--- src/rtl/mem_responder_pkg.sv ---
// Shared definitions for the memory responder slice.
//   state_t    : responder FSM states (S_INIT..S_RESP)
//   NOP..BRZ   : control-unit opcodes, so traffic can be described as RD/WR
//   is_store() : maps a control-unit opcode onto the request write flag
package mem_responder_pkg;

   typedef enum logic [2:0] {
      S_INIT   = 3'd0,
      S_IDLE   = 3'd1,
      S_WAIT   = 3'd2,
      S_ACCESS = 3'd3,
      S_RESP   = 3'd4
   } state_t;

   localparam logic [3:0] NOP = 4'd0;
   localparam logic [3:0] ADD = 4'd1;
   localparam logic [3:0] SUB = 4'd2;
   localparam logic [3:0] AND = 4'd3;
   localparam logic [3:0] NOT = 4'd4;
   localparam logic [3:0] RD  = 4'd5;
   localparam logic [3:0] WR  = 4'd6;
   localparam logic [3:0] BR  = 4'd7;
   localparam logic [3:0] BRZ = 4'd8;

   function automatic logic is_store(input logic [3:0] op);
      return (op == WR);
   endfunction

endpackage

--- src/rtl/mem_responder_if.sv ---
// Request/response bus between the processor datapath and the memory responder.
//   req_valid/req_ready : request handshake (write flag, address, store data)
//   rsp_valid/rsp_ready : response handshake (read data, range error)
//   master : requester side, slave : responder side
interface mem_responder_if #(
   parameter int unsigned word_sz = 8
);
   logic               req_valid;
   logic               req_ready;
   logic               req_write;
   logic [word_sz-1:0] req_addr;
   logic [word_sz-1:0] req_wdata;
   logic               rsp_valid;
   logic               rsp_ready;
   logic [word_sz-1:0] rsp_rdata;
   logic               rsp_err;

   modport master (
      output req_valid, req_write, req_addr, req_wdata, rsp_ready,
      input  req_ready, rsp_valid, rsp_rdata, rsp_err
   );

   modport slave (
      input  req_valid, req_write, req_addr, req_wdata, rsp_ready,
      output req_ready, rsp_valid, rsp_rdata, rsp_err
   );
endinterface

--- src/rtl/mem_responder_mem_array.sv ---
// Storage array for the memory responder. Contents are never reset.
//   i_clk   : clock
//   i_we    : synchronous write enable
//   i_re    : read enable; o_rdata captures the addressed word on this edge
//   i_addr  : word index (already range-checked by the caller)
//   i_wdata : store data
//   o_rdata : registered read data, held until the next enabled read
module mem_array #(
   parameter int unsigned word_sz = 8,
   parameter int unsigned mem_sz  = 256,
   parameter int unsigned addr_w  = 8
) (
   input  logic               i_clk,
   input  logic               i_we,
   input  logic               i_re,
   input  logic [addr_w-1:0]  i_addr,
   input  logic [word_sz-1:0] i_wdata,
   output logic [word_sz-1:0] o_rdata
);

   logic [word_sz-1:0] r_mem [mem_sz];
   logic [word_sz-1:0] r_rdata;

   always_ff @(posedge i_clk) begin
      if (i_we) r_mem[i_addr] <= i_wdata;
      if (i_re) r_rdata <= r_mem[i_addr];
   end

   assign o_rdata = r_rdata;

endmodule

--- src/rtl/mem_responder.sv ---
// Handshaked memory responder with programmable wait states.
//   clk : clock, rising edge
//   rst : asynchronous active-low reset
//   bus : slave side of mem_responder_if (request and response channels)
// Every bus output is a register or a decode of registered state.
module mem_responder
   import mem_responder_pkg::*;
#(
   parameter int unsigned word_sz     = 8,
   parameter int unsigned mem_sz      = 256,
   parameter int unsigned wait_cycles = 2
) (
   input  logic           clk,
   input  logic           rst,
   mem_responder_if.slave bus
);

   localparam int unsigned ADDR_W    = (mem_sz > 1) ? $clog2(mem_sz) : 1;
   localparam logic [3:0]  WAIT_LOAD = 4'(wait_cycles);

   state_t             r_state, w_state_nxt;
   logic [3:0]         r_cnt, w_cnt_nxt;
   logic               w_latch;
   logic               r_write;
   logic [word_sz-1:0] r_addr;
   logic [word_sz-1:0] r_wdata;
   logic [word_sz-1:0] r_rsp_rdata;
   logic               r_rsp_err;
   logic               r_rd_sel;
   logic               w_in_range;
   logic               w_we;
   logic               w_re;
   logic [word_sz-1:0] w_arr_rdata;

   // Unsigned compare on the full address: nothing past mem_sz aliases.
   assign w_in_range = (32'(r_addr) < mem_sz);
   assign w_we       = (r_state == S_ACCESS) && w_in_range && r_write;
   assign w_re       = (r_state == S_ACCESS) && w_in_range && !r_write;

   always_ff @(posedge clk or negedge rst) begin
      if (!rst) begin
         r_state <= S_INIT;
         r_cnt   <= '0;
      end else begin
         r_state <= w_state_nxt;
         r_cnt   <= w_cnt_nxt;
      end
   end

   always_comb begin
      w_state_nxt = r_state;
      w_cnt_nxt   = r_cnt;
      w_latch     = 1'b0;
      case (r_state)
         S_INIT:   w_state_nxt = S_IDLE;
         S_IDLE: begin
            if (bus.req_valid) begin
               w_latch = 1'b1;
               if (wait_cycles == 0) begin
                  w_state_nxt = S_ACCESS;
               end else begin
                  w_cnt_nxt   = WAIT_LOAD;
                  w_state_nxt = S_WAIT;
               end
            end
         end
         S_WAIT: begin
            w_cnt_nxt = r_cnt - 4'd1;
            if (r_cnt <= 4'd1) w_state_nxt = S_ACCESS;
         end
         S_ACCESS: w_state_nxt = S_RESP;
         S_RESP:   if (bus.rsp_ready) w_state_nxt = S_IDLE;
         default:  w_state_nxt = S_INIT;
      endcase
   end

   // Loads return the array's own read register (r_rd_sel) instead of copying
   // it, so the registered read lands exactly as S_ACCESS hands over to S_RESP.
   always_ff @(posedge clk or negedge rst) begin
      if (!rst) begin
         r_write     <= 1'b0;
         r_addr      <= '0;
         r_wdata     <= '0;
         r_rsp_rdata <= '0;
         r_rsp_err   <= 1'b0;
         r_rd_sel    <= 1'b0;
      end else begin
         if (w_latch) begin
            r_write <= bus.req_write;
            r_addr  <= bus.req_addr;
            r_wdata <= bus.req_wdata;
         end
         if (r_state == S_ACCESS) begin
            r_rsp_err   <= !w_in_range;
            r_rd_sel    <= w_in_range && !r_write;
            r_rsp_rdata <= (w_in_range && r_write) ? r_wdata : '0;
         end
      end
   end

   mem_array #(
      .word_sz (word_sz),
      .mem_sz  (mem_sz),
      .addr_w  (ADDR_W)
   ) u_mem_array (
      .i_clk   (clk),
      .i_we    (w_we),
      .i_re    (w_re),
      .i_addr  (r_addr[ADDR_W-1:0]),
      .i_wdata (r_wdata),
      .o_rdata (w_arr_rdata)
   );

   assign bus.req_ready = (r_state == S_IDLE);
   assign bus.rsp_valid = (r_state == S_RESP);
   assign bus.rsp_rdata = r_rd_sel ? w_arr_rdata : r_rsp_rdata;
   assign bus.rsp_err   = r_rsp_err;

endmodule

--- src/flat_wrapper.sv ---
// flat-port wrapper written by rule: the top's interface ports become plain ports
module mem_responder_flat import mem_responder_pkg::*;
#(
   parameter int unsigned word_sz     = 8,
   parameter int unsigned mem_sz      = 256,
   parameter int unsigned wait_cycles = 2
)
  (clk, rst, bus_req_valid, bus_req_write, bus_req_addr, bus_req_wdata, bus_rsp_ready, bus_req_ready, bus_rsp_valid, bus_rsp_rdata, bus_rsp_err);
  mem_responder_if #(.word_sz(word_sz)) bus_i ();
  input  logic clk;
  input  logic rst;
  input wire logic [$bits(bus_i.req_valid)-1:0] bus_req_valid;
  input wire logic [$bits(bus_i.req_write)-1:0] bus_req_write;
  input wire logic [$bits(bus_i.req_addr)-1:0] bus_req_addr;
  input wire logic [$bits(bus_i.req_wdata)-1:0] bus_req_wdata;
  input wire logic [$bits(bus_i.rsp_ready)-1:0] bus_rsp_ready;
  output wire logic [$bits(bus_i.req_ready)-1:0] bus_req_ready;
  output wire logic [$bits(bus_i.rsp_valid)-1:0] bus_rsp_valid;
  output wire logic [$bits(bus_i.rsp_rdata)-1:0] bus_rsp_rdata;
  output wire logic [$bits(bus_i.rsp_err)-1:0] bus_rsp_err;
  assign bus_i.req_valid = bus_req_valid;
  assign bus_i.req_write = bus_req_write;
  assign bus_i.req_addr = bus_req_addr;
  assign bus_i.req_wdata = bus_req_wdata;
  assign bus_i.rsp_ready = bus_rsp_ready;
  assign bus_req_ready = bus_i.req_ready;
  assign bus_rsp_valid = bus_i.rsp_valid;
  assign bus_rsp_rdata = bus_i.rsp_rdata;
  assign bus_rsp_err = bus_i.rsp_err;
  mem_responder #(.word_sz(word_sz), .mem_sz(mem_sz), .wait_cycles(wait_cycles)) u_core (.clk(clk), .rst(rst), .bus(bus_i));
endmodule
--- config.mk ---
export PLATFORM = sky130hd
export DESIGN_NAME = mem_responder_flat
export DESIGN_NICKNAME = d
export VERILOG_FILES = /design/src/rtl/mem_responder_pkg.sv /design/src/rtl/mem_responder_if.sv /design/src/rtl/mem_responder_mem_array.sv /design/src/rtl/mem_responder.sv /design/src/flat_wrapper.sv
export SDC_FILE = /design/constraint.sdc
export NUM_CORES = 2
export LEC_CHECK = 0
export CAP_MARGIN = 15
export CORE_MARGIN = 2
export CORE_UTILIZATION = 40
export CTS_BUF_LIST = sky130_fd_sc_hd__clkbuf_8 sky130_fd_sc_hd__clkbuf_16
export DETAILED_ROUTE_END_ITERATION = 10
export DONT_BUFFER_PORTS = 1
export PLACE_DENSITY_LB_ADDON = 0.12
export SLEW_MARGIN = 20
export SYNTH_ARGS = -nofsm -noshare
export SYNTH_HDL_FRONTEND = slang
export SYNTH_SLANG_ARGS = --single-unit
--- constraint.sdc ---
create_clock -name clk -period 11.6 [get_ports clk]
set_input_delay 2.32 -clock clk [delete_from_list [all_inputs] [get_ports clk]]
set_output_delay 2.32 -clock clk [all_outputs]
set_load 0.01 [all_outputs]
Word-level counts from Yosys, hierarchy flattened
Memories as Yosys holds them, arrays and structs flattened. A register that Yosys moved wholly into a read port is not among the register bits. Index checks and enable logic that the tools add are counted.

Bits in writable memories: 2048. Bits in latches: 0. Bits in read-only memories: 0. Logic and storage cells: 36. Memories: 1. Flip-flop bits (word level): 33. Output and inout bits: 11.

$mul: 0. Shift operators: 0. Muxes and demuxes: 12. Eq/ne operators: 7. Div/mod/pow operators: 0. Bitwise logic cells: 0. $lt $le $gt $ge: 1. Reduce and logical (&&, ||, !) cells: 7. Add/subtract/negate cells: 1.

Memories: u_core.u_mem_array.r_mem (depth 256, width 8, read ports 1, clocked after Yosys merged registers in 1, wr ports 1, line mem_responder_mem_array.sv:21) `logic [word_sz-1:0] r_mem [mem_sz];`.

Operator list (count): $mux W8 (2); $pmux W3 S5 (1); $mux W3 (3); $pmux W4 S2 (1); $eq A3 B2 Y1 const B (2); $le A4 B1 Y1 const B (1); $mux W1 (4); $mux W4 (1); $ne A2 B2 Y1 const B (2); $sub A4 B1 Y4 const B (1); $eq A3 B1 Y1 const B (1); $eq A3 B3 Y1 const B (1); $logic_not A3 Y1 (1); $reduce_and A3 Y1 (1); $logic_and A1 B1 Y1 (2); $ne A2 B1 Y1 const B (1); $reduce_and A2 Y1 (1); $reduce_bool A2 Y1 (1); $logic_not A1 Y1 (1).

Longest topological paths before layout
Depth in word-level cells: 4. Mapped depth: 9.

Modules after synthesis
Synthesis repeated with hierarchy kept, for this count alone.

Cells, all modules: 3672. Area, all modules: 80031.8 um2.

By module, submodules not included: mem_array (seq. area each 61739.2 um2, area an instance 78572.9 um2, cells an instance 3547, times used 1); mem_responder (seq. area each 825.8 um2, area an instance 1458.9 um2, cells an instance 125, times used 1).

Worst setup path after synthesis
Ideal clock, no wire load.

Path kind: flip-flop to flip-flop. From: register u_core.r_wdata[0]. To: memory u_core.u_mem_array.r_mem[0][0] (data pin). Data arrival time: 3195 ps. Data required time: 10794 ps. Stages on the path, launching flop included: 1. Setup time: 806 ps. Path slack: 7599 ps. Cells stage by stage: dfrtp_1.

RTL lines: start, declared (line mem_responder.sv:26) `logic [word_sz-1:0] r_wdata;`; start signal, assigned (line mem_responder.sv:91) `r_wdata <= bus.req_wdata;`; end, declared (line mem_responder_mem_array.sv:21).

Straight into the memory's write port.

==> results.cfg <==
[critical_path]
crit_fanout = 78
cp-end-kind = flop
worst-setup-path-type = flop to flop
cp-start-kind = flop
worstPathRequired_ns = 12.16
arrival_ns = 5.45

[synthesis]
synth_edf_count = 2056
synth_cell_types = 36
syn-num-nets = 3681
netlist_instances = 3658
ys.warnings.count = 0
synth_ff_type = edfxtp_1
yosysSeqAreaShare = 0.783
avgSynthCellArea_um2 = 21.8
synthArstFlopShare = 0.0158
ys_seq_elements = 2089
syn_area_um2 = 79900

[route]
drt_iter0_markers = 3850
ant_nets = 0
vias_per_cell = 5.69
drt_first_pass_iters = 7
wl_um = 207000
drc = 0
vias = 37400
wl_per_cell_um = 31.4

[cells_and_area]
final_common_cell = edfxtp_1
layout-drive-gt1-share = 0.248
fin_area_um2 = 90100
final_cell_mix = edfxtp_1, mux4_2, nor2_1
area_growth_pct = 12.8
fin_nets = 3762

[timing]
finalHoldViolations = 0
period_minus_slack_ns = 4.89
final.setup.tns_ns = 0
rsz0062_at_grt = no
fmax_mhz = 204
finalCritPeriodShare = 0.422
timing.slew.headroom = 0.255
layout_setup_ws_ns = 6.71
clock_skew_ns = 0.0366
worst_pin_slew_ns = 1.11
setup_violations = 0
drv_slew = 0
holdWs_ns = 0.479

[placement]
portBuffers = 0
place_ws_ns = 6.47
dpl-instance-area_um2 = 83200
hpwl_um = 121000
gp_congestion = 0.781

[cts]
clockBufferDepth = 3
cts_buffers = 216
clk_pin_slew_ns = 0.06
cts.root.buffer_cell = clkbuf_16
h-tree-depth = 4
postCtsHoldBufs = 0
post_cts_buffers = 0
cts.sinks = 2089
cts_resized = 0
cts_tree = yes
clk_latency_ns = 0.86

[floorplanning]
die_area_um2 = 203000
start_util = 0.401
die_w_um = 451
core_area_um2 = 199000
die_h_um = 451
fp-row-count = 164
ios = 32

[outcome]
status = finished, final reports clean

[min_path]
hp-class = flop to flop

[grt]
grt_antenna_before_repair = 7
track_usage = 0.203
grt_pass1_vias = 38600
grt_pass1_wl_um = 294000
overflow = 0
grt_max_degree = 183

[pwr]
ir_drop_mv = 0.218
powerDensity_nw_per_um2 = 254
leakagePower_uw = 0.0274

[job]
maxCapViolCount = 0
[layout make-up]
class	instances	area [um^2]
multi-input combinational	1332	16400
fill	16700	109000
sequential	2089	62600
clock buffer	222	5490
timing repair buffer	96	843
tap	2656	3320
antenna	1	2.50
clock inverter	175	1410
inverter	4	15.0
[final timing paths]
kind | start | to | slack (ns) | depth (start not counted)
min in group asynchronous | rst | u_core.r_write | 1.16 | 0
setup reg to reg | u_core.r_addr[0] | u_core.u_mem_array.o_rdata[5] | 6.71 | 7
max in group asynchronous | rst | u_core.r_addr[1] | 10.30 | 0
hold / removal | u_core.r_rsp_rdata[7] | u_core.r_rsp_rdata[7] | 0.48 | 2
setup / recovery | u_core.r_addr[0] | u_core.u_mem_array.o_rdata[5] | 6.71 | 7
hold reg to reg | u_core.r_rsp_rdata[7] | u_core.r_rsp_rdata[7] | 0.48 | 2
[report_power, final]
part	internal, uW	total [uW]	switching [uW]
Combinational	2210	6270	4060
Clock	3800	6730	2930
Sequential	9530	9910	382
[logic make-up after synthesis]
family          synth area share
flops                      0.783
mux                        0.148
compound gates            0.0377
simple gates              0.0178
buf+inv                   0.0134
fa+ha+maj               0.000313
other cells            0.0000469
[sequential cells by signal, summed over array words and instances, names as in the netlist]
| name | cells |
|---|---|
| u_core.r_wdata | 8 |
| u_core.u_mem_array.o_rdata | 8 |
| u_core.r_addr | 8 |
| u_core.u_mem_array.r_mem | 2048 |
| u_core.r_rd_sel | 1 |
| u_core.r_rsp_rdata | 8 |
| u_core.r_cnt | 4 |
| u_core.r_write | 1 |
| u_core.r_state | 3 |
[critical path, stage by stage (launching register included)]
cell	delay, ns
dfrtp_4	0.91
buf_4	0.80
buf_12	0.58
mux4_2	0.59
a22oi_1	0.31
a21oi_1	0.21
o41ai_1	0.86
nand4_1	0.14
[metrics by stage]
step                      std cells  utilization  power (uW)
after global routing           6574        0.452       23800
after detailed placement       6177        0.418       16500
final                          6575        0.452       22900
after global placement         6175        0.417       16400
after floorplan                3658            -       14100
after CTS                      6574        0.452       23200
[metal layers]
| layer | part of all wire | up-vias | routed length [um] | GRT usage |
|---|---|---|---|---|
| met2 | 0.48 | 1152 | 100000 | 0.327 |
| met1 | 0.44 | 20300 | 90700 | 0.292 |
| met4 | 0.023 | 0 | 4740 | 0.0515 |
| met5 | 0 | - | 0 | 0 |
| met3 | 0.054 | 297 | 11200 | 0.0316 |
| li1 | - | 15700 | - | - |
[Yosys cell counts, types with 7 or more instances]
master | instances | share of area
a21oi_1 | 132 | 0.0083
a22oi_1 | 256 | 0.024
buf_1 | 18 | 0.00085
buf_2 | 41 | 0.0026
buf_4 | 14 | 0.0013
buf_6 | 10 | 0.0014
clkbuf_1 | 150 | 0.0070
dfrtp_1 | 33 | 0.010
edfxtp_1 | 2056 | 0.77
mux2_2 | 25 | 0.0035
mux4_2 | 512 | 0.14
nand2_1 | 49 | 0.0023
nand4_1 | 8 | 0.00063
nor2_1 | 268 | 0.013
nor2b_1 | 7 | 0.00055
o21ai_0 | 10 | 0.00063
o41ai_1 | 27 | 0.0030
(Power assumes the default switching activity.)
